==> src/rtl/pipe_pkg.sv <==
// pipe_pkg: stage-state encoding and per-boundary field widths shared by the pipeline registers.
package pipe_pkg;

    typedef enum logic [1:0] {ST_EMPTY, ST_FULL, ST_SKID} stage_state_e;

    localparam int XLEN    = 32;
    localparam int PC_W    = 32;
    localparam int REG_AW  = 5;
    localparam int IF_ID_DATA_W  = PC_W + 32;
    localparam int ID_EX_DATA_W  = PC_W + 2 * XLEN + 3 * REG_AW;
    localparam int EX_MEM_DATA_W = 2 * XLEN + REG_AW;
    localparam int MEM_WB_DATA_W = XLEN + REG_AW;
    localparam int STAGE_CTRL_W  = 8;

endpackage

==> src/rtl/pipe_stage_reg_slot.sv <==
// pipe_slot: one data+ctrl+valid entry; clear wins over load and returns ctrl to the bubble value.
module pipe_slot #(
    parameter int DATA_W = 128,
    parameter int CTRL_W = 8,
    parameter logic [CTRL_W-1:0] BUBBLE_CTRL = '0
) (
    input  logic              clk,
    input  logic              rst,
    input  logic              load_i,
    input  logic              clear_i,
    input  logic [DATA_W-1:0] data_i,
    input  logic [CTRL_W-1:0] ctrl_i,
    output logic              valid_o,
    output logic [DATA_W-1:0] data_o,
    output logic [CTRL_W-1:0] ctrl_o
);

    logic              valid_q;
    logic [DATA_W-1:0] data_q;
    logic [CTRL_W-1:0] ctrl_q;

    always_ff @(posedge clk or posedge rst) begin
        if (rst) begin
            valid_q <= 1'b0;
            ctrl_q  <= BUBBLE_CTRL;
        end else if (clear_i) begin
            valid_q <= 1'b0;
            ctrl_q  <= BUBBLE_CTRL;
        end else if (load_i) begin
            valid_q <= 1'b1;
            ctrl_q  <= ctrl_i;
        end
    end

    // Payload is qualified by valid, so it carries no reset.
    always_ff @(posedge clk) begin
        if (load_i) data_q <= data_i;
    end

    assign valid_o = valid_q;
    assign data_o  = data_q;
    assign ctrl_o  = ctrl_q;

endmodule

==> src/rtl/pipe_stage_reg.sv <==
// pipe_stage_reg: valid/ready pipeline boundary register with optional skid entry, flush and drop counting.
module pipe_stage_reg
    import pipe_pkg::*;
#(
    parameter int DATA_W = 128,
    parameter int CTRL_W = 8,
    parameter logic [CTRL_W-1:0] BUBBLE_CTRL = '0,
    parameter int SKID = 1,
    parameter int CNT_W = 16
) (
    input  logic              clk,
    input  logic              rst,
    input  logic              flush,
    input  logic              up_valid_i,
    output logic              up_ready_o,
    input  logic [DATA_W-1:0] up_data_i,
    input  logic [CTRL_W-1:0] up_ctrl_i,
    output logic              dn_valid_o,
    input  logic              dn_ready_i,
    output logic [DATA_W-1:0] dn_data_o,
    output logic [CTRL_W-1:0] dn_ctrl_o,
    output logic [CNT_W-1:0]  drop_cnt_o
);

    stage_state_e      state_q, state_d;
    logic              up_xfer, dn_xfer;
    logic              main_load, main_clear, main_valid, skid_load, skid_valid;
    logic [DATA_W-1:0] skid_data;
    logic [CTRL_W-1:0] skid_ctrl, main_ctrl;
    logic [1:0]        drop_add;
    logic [CNT_W+1:0]  drop_sum;
    logic [CNT_W-1:0]  drop_q, drop_d;

    assign up_xfer    = up_valid_i & up_ready_o;
    assign dn_xfer    = main_valid & dn_ready_i;
    assign main_load  = state_q == ST_SKID ? dn_xfer : up_xfer & (state_q == ST_EMPTY | dn_xfer);
    assign skid_load  = state_q == ST_FULL & up_xfer & ~dn_xfer;
    assign main_clear = flush | (dn_xfer & ~main_load);

    always_comb begin
        state_d = flush ? ST_EMPTY : skid_load ? ST_SKID : main_load ? ST_FULL : dn_xfer ? ST_EMPTY : state_q;
    end

    pipe_slot #(.DATA_W(DATA_W), .CTRL_W(CTRL_W), .BUBBLE_CTRL(BUBBLE_CTRL)) u_main (
        .clk     (clk),
        .rst     (rst),
        .load_i  (main_load),
        .clear_i (main_clear),
        .data_i  (state_q == ST_SKID ? skid_data : up_data_i),
        .ctrl_i  (state_q == ST_SKID ? skid_ctrl : up_ctrl_i),
        .valid_o (main_valid),
        .data_o  (dn_data_o),
        .ctrl_o  (main_ctrl)
    );

    generate
        if (SKID != 0) begin : g_skid
            logic ready_q;
            pipe_slot #(.DATA_W(DATA_W), .CTRL_W(CTRL_W), .BUBBLE_CTRL(BUBBLE_CTRL)) u_skid (
                .clk     (clk),
                .rst     (rst),
                .load_i  (skid_load),
                .clear_i (flush | (state_q == ST_SKID & dn_xfer)),
                .data_i  (up_data_i),
                .ctrl_i  (up_ctrl_i),
                .valid_o (skid_valid),
                .data_o  (skid_data),
                .ctrl_o  (skid_ctrl)
            );
            // Registered from next state so dn_ready_i never reaches up_ready_o combinationally.
            always_ff @(posedge clk or posedge rst) begin
                if (rst) ready_q <= 1'b1;
                else     ready_q <= state_d != ST_SKID;
            end
            assign up_ready_o = ready_q;
        end else begin : g_noskid
            assign skid_valid = 1'b0;
            assign skid_data  = '0;
            assign skid_ctrl  = '0;
            assign up_ready_o = ~main_valid | dn_ready_i;
        end
    endgenerate

    // Entries lost to a flush: held ones not consumed this cycle plus any that arrive with it.
    assign drop_add = {1'b0, main_valid} + {1'b0, skid_valid} - {1'b0, dn_xfer} + {1'b0, up_xfer};
    assign drop_sum = {2'b00, drop_q} + {{CNT_W{1'b0}}, drop_add};
    assign drop_d   = ~flush ? drop_q :
                      drop_sum > {2'b00, {CNT_W{1'b1}}} ? {CNT_W{1'b1}} : drop_sum[CNT_W-1:0];

    always_ff @(posedge clk or posedge rst) begin
        if (rst) begin
            state_q <= ST_EMPTY;
            drop_q  <= '0;
        end else begin
            state_q <= state_d;
            drop_q  <= drop_d;
        end
    end

    assign dn_valid_o = main_valid;
    assign dn_ctrl_o  = main_valid ? main_ctrl : BUBBLE_CTRL;
    assign drop_cnt_o = drop_q;

endmodule
==> config.mk <==
export PLATFORM = sky130hd
export DESIGN_NAME = pipe_stage_reg
export DESIGN_NICKNAME = d
export VERILOG_FILES = /design/src/rtl/pipe_pkg.sv /design/src/rtl/pipe_stage_reg_slot.sv /design/src/rtl/pipe_stage_reg.sv
export SDC_FILE = /design/constraint.sdc
export NUM_CORES = 1
export LEC_CHECK = 0
export CAP_MARGIN = 30
export CORE_MARGIN = 2
export CORE_UTILIZATION = 45
export CTS_BUF_LIST = sky130_fd_sc_hd__clkbuf_2
export CTS_CLUSTER_SIZE = 10
export DETAILED_ROUTE_END_ITERATION = 8
export MAX_ROUTING_LAYER = met4
export PLACE_DENSITY = 0.79
export SETUP_SLACK_MARGIN = 0.4
export SYNTH_ARGS = -nofsm -noshare
export SYNTH_HDL_FRONTEND = slang
export SYNTH_SLANG_ARGS = --single-unit
export TNS_END_PERCENT = 30
==> constraint.sdc <==
create_clock -name clk -period 8.8 [get_ports clk]
set_input_delay 1.76 -clock clk [delete_from_list [all_inputs] [get_ports clk]]
set_output_delay 1.76 -clock clk [all_outputs]
set_load 0.02 [all_outputs]
==> results of run 1 <==
-- layer usage --
metal	share of wire	track usage	routed length, um
met1	0.39	0.243	10400
met2	0.50	0.330	13200
met3	0.071	0.0426	1870
met4	0.039	0.111	1040
met5	0	-	0
-- cells by family (layout without fill, tap and decap cells) --
kind of cell	count (synthesis)	count (layout)	synth area share
compound gates	28	28	0.0156
xor+xnor	2	2	0.00157
fa+ha+maj	4	4	0.00582
buf+inv	48	433	0.0184
flops	293	293	0.771
mux	23	23	0.0213
other cells	0	4	0
simple gates	466	466	0.167
-- where the power goes --
group,internal [mW],switching [mW]
Sequential,1.68,0.0622
Clock,0.316,0.503
Combinational,0.267,0.337
Total,2.26,0.902
-- final cells by class --
type	count	area (um^2)	share of cell area
sequential	293	8610	0.570
timing repair buffer	304	3060	0.202
antenna	4	10.0	0.000663
inverter	10	37.5	0.00248
clock buffer	105	526	0.0348
multi-input combinational	523	2390	0.158
tap	324	405	0.0268
clock inverter	14	62.6	0.00414
-- synthesized netlist by cell type, drive strengths merged (2+ instances only) --
master	count
xnor2	2
fa	2
o21a	2
nor3	5
mux2	6
dfrtp	36
nor2b	2
edfxtp	256
nand3	6
and2	11
o21ai	8
ha	2
nand2	408
clkbuf	13
nand4b	2
a31oi	5
a21oi	8
and4	2
buf	25
nor2	16
and3	3
mux2i	17
nand2b	3
nand4	4
inv	10
-- registers in the layout (all words and copies together) (netlist names) --
| signal | flops |
|---|---|
| u_main.data_o | 128 |
| g_skid.u_skid.data_o | 128 |
| g_skid.u_skid.valid_o | 1 |
| u_main.valid_o | 1 |
| u_main.ctrl_o | 8 |
| drop_cnt_o | 16 |
| up_ready_o | 1 |
| state_q | 2 |
| g_skid.u_skid.ctrl_o | 8 |
-- metrics by stage --
stage                     area (um^2)  power (mW)
after floorplan                 11200        2.07
after global placement          14500        2.36
after detailed placement        14500        2.38
after CTS                       15100        3.21
after global routing            15100        3.33
final                           15100        3.17
-- worst min-delay path: cells and delay by family, from the launching register on --
kind	cells	cell delay [ps]
DFF	1	340
and+or+nand+nor	2	110
-- worst max-delay path by stage --
| stage | depth (start not counted) | slack (ps) | end | from |
|---|---|---|---|---|
| final | 11 | 4610 | drop_cnt_o[12]$_DFFE_PP0P_ | up_valid_i |
| after global routing | 11 | 4460 | drop_cnt_o[10]$_DFFE_PP0P_ | up_valid_i |
| after CTS | 11 | 4720 | drop_cnt_o[12]$_DFFE_PP0P_ | up_valid_i |
| after detailed placement | 11 | 3910 | drop_cnt_o[12]$_DFFE_PP0P_ | up_valid_i |
| after global placement | 11 | 4000 | drop_cnt_o[12]$_DFFE_PP0P_ | up_valid_i |
| after floorplan | 4 | 2410 | u_main.ctrl_o[0]$_DFFE_PP0P_ | up_valid_i |
==> run metrics, run 1 <==
overall routing resource usage 0.205; Die X 162 um; Via density 4.90; vias in the first global route 7,597; Primary FF master, synth edfxtp_1; reg2reg end drop_cnt_o[12]$_DFFE_PP0P_; CTS buffer count 74; Crit Path Class input pin to flop; CTS tree done; setup tns final 0 ps; worst-path fanout max 7; worst hold path class flop to flop; Setup crit start kind input pin; Non-Filler Instances 1,577; relative slew slack 0.378; # nets final 1,351; CP max stage delay 560 ps; largest net degree at the start of global routing 85; gpl congestion 0.876; share of layout cells above drive strength 1 0.103; commonest cells after routing, fill and taps aside nand2_1 (408), clkdlybuf4s50_1 (294), edfxtp_1 (256); setup ws final 4610 ps; maximum root-to-sink buffer count 3; clock latency on the worst-skew pair 780 ps; sequential-to-total area share from yosys stat 0.771; Synth top area share 0.688; CP Capture Type flop; cts hold-fix bufs 0; worst vdd ir 0.126 mV; Post-Route Skew 80.9 ps; worst path cell trace clkdlybuf4s50_1, nand2_1, fa_1, inv_1, ha_1, inv_1, fa_1, and2b_1, and4_1, nand3_1, mux2_1; MaxCap Viol Count 0; clock tree sinks 293; syn_nets 1,009; Routed Wire Length 26.5 mm; Period minus WS final 4190 ps; synth-to-layout area growth 35.1%; gr ovfl total 0; Placed Instances 1,453; number of synthesized register bits 293; Mapped Area 0.0112 mm^2; Slew @ Worst Pin 934 ps; num ports 295; # setup viols final 0; worst path bufs/invs 3; # rows 57; Worst EP required 9390 ps; core area 0.0243 mm^2; Synth Area per Inst 12.9 um^2; CP Data Arrival Time 4780 ps; Hold Startpoint g_skid.u_skid.data_o[118]$_DFFE_PP_; post-CTS resize count 0; Layout Utilization 0.621; final hold slack 477 ps; hold path depth 2; synth top area cells edfxtp_1 (69%), nand2_1 (14%), dfrtp_1 (8.1%); DP HPWL 17.4 mm; RR Startpoint up_ready_o$_DFF_PP1_; worst r2r path cells 10; status finished clean; die area 0.0261 mm^2; Final Hold Viols 0; Post-Synthesis Cells 864; Slew Limit Fails 0; total number of vias 7,721; root buf cell clkbuf_2; Async S/R FF share, synth 0.126; fin crit share 0.476; initial antenna violation count 4; leakage 6.06 nW; Worst Hold End u_main.data_o[118]$_DFFE_PP_; first-pass GRT wire length 40.1 mm; Die Y 162 um; # fillers 1,870; post-synth cell types 38; Clk pin slew, worst setup/hold paths 90 ps; cell taking the most area after synthesis edfxtp_1; Initial Utilization 0.460; Detail Route Antenna Nets 0; 1st-iter DRT viols 638; drt first pass iters 5; warnings from Yosys 0; total setup buffers inserted after CTS 0; Place WS 3910 ps; Achievable Freq 0.239 GHz; H-tree Lvls 3; WL/cell 16.8 um; CP top delay family adder cells; # DRC 0; Pwr Density 210 mW/mm^2; PortBufs 294; commonest non-fill, non-tap cell in the layout nand2_1; Worst path slowest cell clkdlybuf4s50_1; EDFF count, synth 256; unrepaired setup endpoints after global routing no; R2R setup slack 5600 ps
No activity file was read; power rests on OpenSTA's default activity.
==> run 2, diff against run 1 <==
- clock period: 8.8 -> 3.7 ns (I/O delays scaled with it)
==> run 2 against run 1 <==
  * Final cell count is 0.63% higher
  * Sequential share of layout area fell by 0.59 points
  * Hold slack worse by 130 ps
  * Cell area rose by 1.1%
  * Largest power group unchanged
  * Utilization grew 0.65 points
  * Clock power grew to 2.6 times the previous value
==> run metrics, run 2 (synthesized netlist as in run 1, its figures left out) <==
status finished clean; PortBufs 294 (unchanged); first-pass GRT wire length 39.6 mm (-1.3%); fin crit share 0.811; gr ovfl total 0 (unchanged); # setup viols final 0 (unchanged); Die Y 162 um (unchanged); die area 0.0261 mm^2 (unchanged); Final Hold Viols 0 (unchanged); overall routing resource usage 0.201 (-0.00348); CTS tree done; unrepaired setup endpoints after global routing no; Worst path slowest cell dfrtp_1; relative slew slack 0.540 (+0.162); maximum root-to-sink buffer count 3 (unchanged); Routed Wire Length 26.0 mm (-1.8%); R2R setup slack 700 ps (-4900 ps); vias in the first global route 7,677 (+1.1%); Post-Route Skew 90.8 ps (+9.93 ps); Initial Utilization 0.460 (unchanged); Period minus WS final 3000 ps; CP max stage delay 620 ps (+60 ps); MaxCap Viol Count 0 (unchanged); commonest non-fill, non-tap cell in the layout nand2_1; Setup crit start kind flop; total setup buffers inserted after CTS 0 (unchanged); cts hold-fix bufs 0 (unchanged); Crit Path Class flop to flop; 1st-iter DRT viols 527 (-17%); core area 0.0243 mm^2 (unchanged); post-CTS resize count 0 (unchanged); fin area 0.0153 mm^2 (+1.1%); share of layout cells above drive strength 1 0.112 (+0.00844); # DRC 0 (unchanged); Clk pin slew, worst setup/hold paths 100 ps (about the same); WL/cell 16.4 um (-2.5%); commonest cells after routing, fill and taps aside nand2_1 (407), clkdlybuf4s50_1 (294), edfxtp_1 (256); worst vdd ir 0.285 mV (+130%); Slew @ Worst Pin 690 ps (-243 ps); num ports 295 (unchanged); placed cell area 0.0146 mm^2 (+0.71%); setup tns final 0 ps (unchanged); # rows 57 (unchanged); clock latency on the worst-skew pair 810 ps (+30 ps); final hold slack 350 ps (-127 ps); CP Capture Type flop; total number of vias 7,666 (-0.71%); initial antenna violation count 1 (-3); Via density 4.83 (-1.3%); worst hold path class input pin to async pin; gpl congestion 0.871 (-0.55%); worst-path fanout max 12 (+5); synth-to-layout area growth 36.6%; # nets final 1,355 (+0.30%); clock tree sinks 293 (unchanged); root buf cell clkbuf_2; Die X 162 um (unchanged); Achievable Freq 0.333 GHz; leakage 6.14 nW (+1.3%); Detail Route Antenna Nets 0 (unchanged); CP Data Arrival Time 3610 ps (-1170 ps); Worst EP required 4310 ps (-5080 ps); Layout Utilization 0.628 (+0.00653); Slew Limit Fails 0 (unchanged); drt first pass iters 7 (+2); worst path cell trace nand2b_1, fa_1, inv_1, ha_1, inv_1, fa_1, and2b_1, and4_1, nand3_1, mux2_1; largest net degree at the start of global routing 131 (+54%); CTS buffer count 73 (-1.4%); H-tree Lvls 3 (unchanged); DP HPWL 17.0 mm (-2.5%); Pwr Density 508 mW/mm^2 (+140%); worst r2r path cells 10 (unchanged)
## run 2: cell types whose count changed in the layout (fill, tap and decap cells not counted), sizes merged
cell | before | now
buf | 10 | 15
clkinv | 10 | 14
clkbuf | 105 | 108
diode | 4 | 1
bufinv | 0 | 2
inv | 13 | 12
## run 2: report_power, final
part           switching, mW  internal [mW]
logic                  0.806          0.651
clock network           1.25          0.920
registers              0.145           3.99
total                   2.20           5.57
## run 2: worst paths after layout
path | from | endpoint
worst min register to register | g_skid.u_skid.data_o[6]$_DFFE_PP_ | u_main.data_o[6]$_DFFE_PP_
worst min-delay path | rst | g_skid.u_skid.ctrl_o[2]$_DFFE_PP0P_
max in group asynchronous | rst | state_q[1]$_DFF_PP0_
worst max register to register | u_main.valid_o$_DFFE_PP0P_ | drop_cnt_o[12]$_DFFE_PP0P_
min in group clk | g_skid.u_skid.data_o[6]$_DFFE_PP_ | u_main.data_o[6]$_DFFE_PP_
worst max-delay path | u_main.valid_o$_DFFE_PP0P_ | drop_cnt_o[12]$_DFFE_PP0P_
## run 2: routing by layer
metal,global-route usage,part of all wire
met4,0.0901,0.032
met3,0.0532,0.076
met5,-,0
met2,0.336,0.51
met1,0.229,0.39
## run 2: layout make-up
| cell class | instances | area (um^2) |
|---|---|---|
| clock inverters | 19 | 139 |
| inverters | 10 | 37.5 |
| fillers | 1824 | 9050 |
| multi-input cells | 523 | 2420 |
| flip-flops and latches | 293 | 8610 |
| clock buffers | 108 | 541 |
| repair buffers | 309 | 3110 |
| well taps | 324 | 405 |
| diodes | 1 | 2.50 |
## run 2: worst max-delay path, delay by kind of cell, from the launching register on
family | cells | cell delay (ps)
adders and majority gates | 3 | 1000
buffers and inverters | 2 | 130
and+or+nand+nor | 4 | 800
DFF | 1 | 620
muxes | 1 | 320
## run 2: through the flow
| stage | power (mW) | std cells | setup slack [ps] |
|---|---|---|---|
| after detailed placement | 5.68 | 1459 | 113 |
| after CTS | 7.87 | 1586 | 666 |
| after floorplan | 4.92 | 864 | 134 |
| after global routing | 8.15 | 1587 | 553 |
| final | 7.76 | 1587 | 699 |
| after global placement | 5.64 | 1459 | 140 |
==> run 3, diff against run 2 <==
- CORE_UTILIZATION: 45 -> 50
- PLACE_DENSITY: 0.79 -> 0.83
- clock period: 3.7 -> 3 ns (I/O delays scaled with it)
==> run 3 against run 2 <==
  * Via count rose by 3.3%
  * Critical endpoint unchanged
  * Highest routed layer unchanged
  * Sequential power is 23% higher
  * Largest power group unchanged
  * Clock power grew 28%
  * Clock-buffer cell count unchanged
  * Non-clock buffer count is 8 higher
  * Largest cell class unchanged
==> run metrics, run 3 (synthesized netlist as in run 1, its figures left out) <==
overall routing resource usage 0.240 (+0.0391); core area 0.0219 mm^2 (-10%); PortBufs 294 (unchanged); Post-Route Skew 76.5 ps (-14.3 ps); cts hold-fix bufs 0 (unchanged); worst-path fanout max 5 (-7); NetSw 2.78 mW (+26%); Achievable Freq 0.369 GHz (+11%); CTS buffer count 73 (unchanged); setup ws final 291 ps (-409 ps); Die X 154 um (-5.0%); unrepaired setup endpoints after global routing yes; die area 0.0236 mm^2 (-9.8%); worst vdd ir 0.521 mV (+83%); CP top delay family adder cells; # rows 54 (-5.3%); Period minus WS final 2710 ps (-291 ps); Final Hold Viols 0 (unchanged); Slew Limit Fails 0 (unchanged); gr ovfl total 0 (unchanged); root buf cell clkbuf_2; MaxCap Viol Count 0 (unchanged); vias in the first global route 7,975 (+3.9%); Pint 6.98 mW (+25%); relative slew slack 0.491 (-0.0485); CTS tree done; CP max stage delay 570 ps (-50 ps); total number of vias 7,920 (+3.3%); largest net degree at the start of global routing 131 (unchanged); worst path cell trace nand2_4, fa_1, inv_1, ha_2, inv_2, fa_2, and2b_1, and4_4, nand3_2, mux2_4; synth-to-layout area growth 37.7%; clock latency on the worst-skew pair 810 ps (about the same); sw frac 0.285 (+0.00164); initial antenna violation count 3 (+2); commonest non-fill, non-tap cell in the layout nand2_1; Worst path slowest cell dfstp_2; Initial Utilization 0.511 (+0.0510); setup tns final 0 ps (unchanged); commonest cells after routing, fill and taps aside nand2_1 (406), clkdlybuf4s50_1 (286), edfxtp_1 (256); H-tree Lvls 3 (unchanged); num ports 295 (unchanged); fin crit share 0.903 (+0.0921); Setup crit start kind flop; CP Capture Type flop; # setup viols final 0 (unchanged); Clk pwr share 0.285 (+0.006); Via density 5.10 (+5.5%); Crit Path Class flop to flop; drt first pass iters 7 (unchanged); worst hold path class input pin to async pin; Comb power frac 0.192 (+0.004); Slew @ Worst Pin 763 ps (+72.8 ps); sequential power share 0.523 (-0.010); Die Y 154 um (-5.0%); Pwr Density 634 mW/mm^2 (+25%); Detail Route Antenna Nets 0 (unchanged); 1st-iter DRT viols 568 (+7.8%); leakage 6.33 nW (+3.2%); Clk pin slew, worst setup/hold paths 110 ps (about the same); status finished clean; WL/cell 18.1 um (+10%); clock tree sinks 293 (unchanged); CP Data Arrival Time 3340 ps (-270 ps); first-pass GRT wire length 42.8 mm (+8.0%); maximum root-to-sink buffer count 3 (unchanged); Total Power 9.76 mW (+26%); DP HPWL 19.0 mm (+12%); # DRC 0 (unchanged); Place WS -447 ps (-560 ps); Worst EP required 3630 ps (-680 ps); Routed Wire Length 28.1 mm (+8.0%); worst path bufs/invs 2 (unchanged); # nets final 1,363 (+0.59%); gpl congestion 0.828 (-4.9%); share of layout cells above drive strength 1 0.124 (+0.0126)
==> run 3: path summary, 6_finish.rpt <==
kind / start / end / slack (ps) / cells past startpoint
max: up_ready_o$_DFF_PP1_ / drop_cnt_o[12]$_DFFE_PP0P_ / 290 / 10
min: rst / state_q[1]$_DFF_PP0_ / 220 / 3
max reg2reg: up_ready_o$_DFF_PP1_ / drop_cnt_o[12]$_DFFE_PP0P_ / 290 / 10
min reg2reg: g_skid.u_skid.data_o[43]$_DFFE_PP_ / u_main.data_o[43]$_DFFE_PP_ / 480 / 2
max in group asynchronous: rst / up_ready_o$_DFF_PP1_ / 2390 / 3
min in group clk: up_data_i[103] / g_skid.u_skid.data_o[103]$_DFFE_PP_ / 370 / 1
==> run 3: worst min-delay path: stages <==
cell and delay (ps):
clkdlybuf4s50_1 400, inv_1 50, buf_4 400
==> run 3: routing by layer <==
metal,share of wire,track usage,wire length (um)
met5,0,-,0
met3,0.083,0.0620,2340
met1,0.38,0.281,10600
met2,0.50,0.393,14100
met4,0.039,0.110,1100
==> run 3: power by group through the flow <==
stage	clock [mW]	sequential (mW)	combinational (mW)
global placement	0	5.17	1.81
global route	3.05	5.14	2.01
CTS	2.87	5.11	1.89
detailed placement	0	5.19	1.86
finish	2.78	5.10	1.88
floorplan	0	5.51	0.553
==> run 3: layout make-up <==
class	count	area, um^2
antenna	3	7.51
clock inverter	20	166
sequential	293	8620
clock buffer	108	541
timing repair buffer	317	3230
multi-input combinational	523	2440
tap	280	350
fill	1487	6500
inverter	10	37.5
==> run 3: what timing repair did <==
| action | in CTS | in global routing |
|---|---|---|
| resized for setup | 10 | 9 |
| setup buffers | 3 | 0 |
| pin swaps | 3 | 0 |
| endpoints found under the hold margin | 0 | 0 |
| setup endpoints to repair | 23 | 27 |
==> run 3: per-stage QoR <==
stage          utilization  hold slack (ps)  area [um^2]  instances
3_5_place_dp         0.667              467        14600       1420
3_3_place_gp         0.667              458        14600       1420
4_1_cts              0.702              138        15400       1551
5_1_grt              0.703              196        15400       1554
2_1_floorplan            -              447        11200        864
6_report             0.703              223        15400       1554
